**src/rtl/gshare_ckpt.sv**
```systemverilog
// gshare_ckpt: gshare direction predictor with speculative GHR, checkpoint recovery,
// PHT init sweep and branch/mispredict counters.
module gshare_ckpt #(
  parameter int GHR_LEN  = 8,
  parameter int PHT_IDX  = 8,
  parameter int CTR_BITS = 2
) (
  input  logic                clk,
  input  logic                resetn,
  output logic                init_done,
  input  logic                pred_valid,
  input  logic [31:0]         pred_pc,
  output logic                pred_taken,
  output logic [PHT_IDX-1:0]  pred_index,
  output logic [GHR_LEN-1:0]  pred_ghr,
  input  logic                res_valid,
  input  logic [PHT_IDX-1:0]  res_index,
  input  logic [GHR_LEN-1:0]  res_ghr,
  input  logic                res_taken,
  input  logic                res_mispredict,
  output logic [GHR_LEN-1:0]  ghr,
  output logic [31:0]         stat_branches,
  output logic [31:0]         stat_mispred
);
  localparam int PHT_SIZE = 1 << PHT_IDX;
  localparam logic [CTR_BITS-1:0] CTR_INIT = CTR_BITS'(1 << (CTR_BITS - 1));
  localparam logic [CTR_BITS-1:0] CTR_MAX = '1;

  typedef enum logic {INIT, READY} state_t;

  state_t              state;
  logic [PHT_IDX-1:0]  sweep_cnt;
  logic [CTR_BITS-1:0] pht [PHT_SIZE];
  logic [CTR_BITS-1:0] res_ctr, res_upd, pred_ctr;
  logic                ready, res_fire, recover;
  logic                unused;

  assign ready      = state == READY;
  assign init_done  = ready;
  assign res_fire   = ready & res_valid;
  assign recover    = res_fire & res_mispredict;
  assign pred_ghr   = ghr;
  assign pred_index = pred_pc[PHT_IDX+1:2] ^ PHT_IDX'(ghr);
  assign unused     = ^{pred_pc[31:PHT_IDX+2], pred_pc[1:0], res_ghr[GHR_LEN-1]};

  // Same-cycle resolve to the predicted entry forwards the updated counter.
  always_comb begin
    res_ctr    = pht[res_index];
    res_upd    = res_taken ? (res_ctr == CTR_MAX ? res_ctr : res_ctr + 1'b1)
                           : (res_ctr == '0 ? res_ctr : res_ctr - 1'b1);
    pred_ctr   = (res_fire && res_index == pred_index) ? res_upd : pht[pred_index];
    pred_taken = ready & pred_ctr[CTR_BITS-1];
  end

  always_ff @(posedge clk) begin
    if (!ready) pht[sweep_cnt] <= CTR_INIT;
    else if (res_valid) pht[res_index] <= res_upd;
  end

  always_ff @(posedge clk) begin
    if (!resetn) begin
      state         <= INIT;
      sweep_cnt     <= '0;
      ghr           <= '0;
      stat_branches <= '0;
      stat_mispred  <= '0;
    end else if (!ready) begin
      sweep_cnt <= sweep_cnt + 1'b1;
      if (&sweep_cnt) state <= READY;
    end else begin
      if (recover) ghr <= {res_ghr[GHR_LEN-2:0], res_taken};
      else if (pred_valid) ghr <= {ghr[GHR_LEN-2:0], pred_taken};
      if (res_valid) begin
        stat_branches <= stat_branches + 1'b1;
        if (res_mispredict) stat_mispred <= stat_mispred + 1'b1;
      end
    end
  end
endmodule

```
**config.mk**
```make
export PLATFORM = sky130hd
export DESIGN_NAME = gshare_ckpt
export DESIGN_NICKNAME = d
export VERILOG_FILES = /design/src/rtl/gshare_ckpt.sv
export SDC_FILE = /design/constraint.sdc
export NUM_CORES = 1
export LEC_CHECK = 0
export ABC_AREA = 1
export CAP_MARGIN = 10
export CELL_PAD_IN_SITES_DETAIL_PLACEMENT = 1
export CELL_PAD_IN_SITES_GLOBAL_PLACEMENT = 2
export CORE_MARGIN = 2
export CORE_UTILIZATION = 38
export DETAILED_ROUTE_END_ITERATION = 7
export PLACE_DENSITY_LB_ADDON = 0.1
export SETUP_SLACK_MARGIN = 0.1
export SLEW_MARGIN = 20
export SYNTH_ARGS = -nofsm -noshare
export SYNTH_HDL_FRONTEND = slang
export SYNTH_SLANG_ARGS = --single-unit
```
**constraint.sdc**
```tcl
create_clock -name clk -period 13.55 [get_ports clk]
set_input_delay 2.71 -clock clk [delete_from_list [all_inputs] [get_ports clk]]
set_output_delay 2.71 -clock clk [all_outputs]
set_load 0.005 [all_outputs]
```
==> impl_metrics.tcl <==
set metrics [dict create \
    cts_root_buffer "clkbuf_16" \
    hpwl_um 58900 \
    first_iter_violations 1814 \
    cts_buffers 71 \
    pre_cts_ws_ps 3620 \
    grt_max_degree 163 \
    yosysTopAreaCell "edfxtp_1" \
    dr.pass1.iters 5 \
    critical_path.max_fanout 60 \
    synth_edf_count 512 \
    grt_antenna_before_repair 0 \
    worst_pin_slew_ps 1140 \
    synth_most_common_cell "nand2_1" \
    fmaxAchievable_mhz 101 \
    maxCapViolCount 0 \
    slew_headroom 0.233 \
    cts_tree "done" \
    synth_nets 3251 \
    h-tree-depth 3 \
    row_count 100 \
    coreArea_um2 74300 \
    syn_area_um2 28500 \
    hold_buffers 0 \
    fin_crit_sh 0.732 \
    synthFlopType "edfxtp_1" \
    rsz0062_at_grt "no" \
    cts_sinks 593 \
    synthCells 3194 \
    avgRoutedWirePerCell_um 24.6 \
    ys_seq_elements 593 \
    maxSlewViolCount 0 \
    die_area_um2 77100 \
    antenna_left 0 \
    post_cts_buffers 0 \
    yosys_warnings 0 \
    gr-total-overflow 0 \
    die_h_um 278 \
    hold_violations 0 \
    grt_pass1_vias 25100 \
    end_kind "primary output" \
    leakagePower_uw 0.0116 \
    synth.top_cell.area_share 0.540 \
    num_vias 23900 \
    setup_violations 0 \
    hp-class "reg -> reg" \
    initial_core_util 0.383 \
    rrSetupSlack_ps 9560 \
    async_flop_share 0 \
    grt_util_all_layers 0.269 \
    path_class "in -> out" \
    ctsResizeCount 0 \
    p_per_area_nw_per_um2 125 \
    insertion_delay_ps 620 \
    postPlaceCellArea_um2 30300 \
    final_nets 3263 \
    fin_cells 4228 \
    fin_skew_ps 32.4 \
    outcome "finished clean" \
    fin_ws_ps 3630 \
    grt_pass1_wl_um 156000 \
    cp_data_required_time_ps 10840 \
    die_w_um 278 \
    tns_ps 0 \
    start_kind "primary input" \
    synth_common_cells "nand2_1, nand3_1, edfxtp_1, nor2_1, inv_1" \
    seq_area_frac_synth 0.597 \
    clockBufferDepth 3 \
    syn_avg_cell_area_um2 8.92 \
    period_needed_ps 9920 \
    dp_cells 4102 \
    gp_congestion 0.807 \
    cts.reportedPaths.clkPinSlew_ps 60 \
    wirelength_um 104000 \
    synth_area_leaders "edfxtp_1, nand3_1, nand2_1" \
    fin_area_um2 32400 \
    port_buffers 118 \
    drc 0 \
    ir_drop_mv 0.0873 \
    crit_arrival_ps 7210 \
    area_delta_synth_final_pct 13.9 \
    netlist-cell-type-count 41 \
    drive_above_1_share 0.0562 \
    antennaDiodeCount 0 \
    via_per_inst 5.65 \
    ios 144 \
]
## metrics by stage
| step | util | hold slack, ps | total power (uW) |
|---|---|---|---|
| finish | 0.436 | 481 | 4060 |
| global route | 0.436 | 522 | 4180 |
| CTS | 0.436 | 487 | 4100 |
| detailed placement | 0.407 | 480 | 2280 |
| global placement | 0.407 | 453 | 2280 |
| floorplan | - | 455 | 2160 |
## area by class of cell
| type | count | area, um^2 |
|---|---|---|
| clock buffers | 91 | 1940 |
| multi-input cells | 2276 | 10200 |
| repair buffers | 151 | 1450 |
| flip-flops and latches | 593 | 17000 |
| inverters | 113 | 437 |
| clock inverters | 35 | 238 |
| well taps | 969 | 1210 |
| fillers | 8537 | 41900 |
## worst max-delay path: stages
cell,delay [ps]
buf_4,350
inv_4,590
buf_4,630
buf_4,630
nand3_1,170
nand3_1,110
nand3_1,110
nand3_1,220
nand2_1,220
nand2_1,110
nand3_1,90
nand3_1,100
nand2_1,140
inv_1,80
nand2_1,50
nand2_1,120
nand2_1,100
and2_1,170
clkdlybuf4s50_1,470
## state kept, by name, summed over array words and instances, names as in the netlist
name / cells
pht: 512
init_done: 1
sweep_cnt: 8
stat_mispred: 32
ghr: 8
stat_branches: 32
## cells by family (layout without fill, tap and decap cells)
group	count (synthesis)	in the layout	synth area share
and+or+nand+nor	2132	2132	0.323
DFF	593	593	0.597
buffers and inverters	325	390	0.0504
AOI/OAI and AO/OA	122	122	0.0228
xor gates and xnor gates	19	19	0.00611
adders and majority gates	3	3	0.00132
## power by group
part | total, uW | switching, uW | internal (uW) | leakage (uW)
Clock | 1820 | 769 | 1050 | 0.00107
Sequential | 1960 | 1.08 | 1960 | 0.00595
Combinational | 286 | 215 | 70.7 | 0.00455
Total | 4060 | 986 | 3080 | 0.0116
## layer usage
layer  part of all wire  up-vias  routed length (um)  GRT usage
li1                   -    10900                   -          -
met1               0.42    12100               43900      0.341
met2               0.50      632               51700      0.472
met3              0.049      173                5080     0.0297
met4              0.034        0                3550     0.0984
met5                  0        -                   0          0
## final timing paths
kind                          start                 to  depth (start not counted)
setup / recovery       res_index[1]         pred_taken                         19
hold / removal    stat_branches[31]  stat_branches[31]                          2
setup reg to reg        pht[222][1]        pht[107][0]                         14
hold reg to reg   stat_branches[31]  stat_branches[31]                          2
## layout by cell type (no fill, tap or decap), types with 3 or more instances in the layout
cell type,count
ha_1,3
a31oi_1,5
nor2_2,4
xnor2_1,5
nand2_2,14
o21ai_1,5
inv_1,102
edfxtp_1,512
nor4_1,9
a21oi_1,51
nor3b_1,3
nor3_1,24
o22ai_1,4
nand2_4,3
or2_2,5
xor2_1,11
nor2_4,3
o21a_1,4
clkbuf_1,15
dfxtp_1,81
buf_4,33
nand4_1,14
nor2_1,341
o21ai_0,49
clkbuf_16,75
nand2_1,923
clkinv_1,18
inv_2,3
clkinv_2,15
clkdlybuf4s50_1,114
nand3_1,777
nand3_2,4
Note: power is estimated with default switching activity, not from simulation.
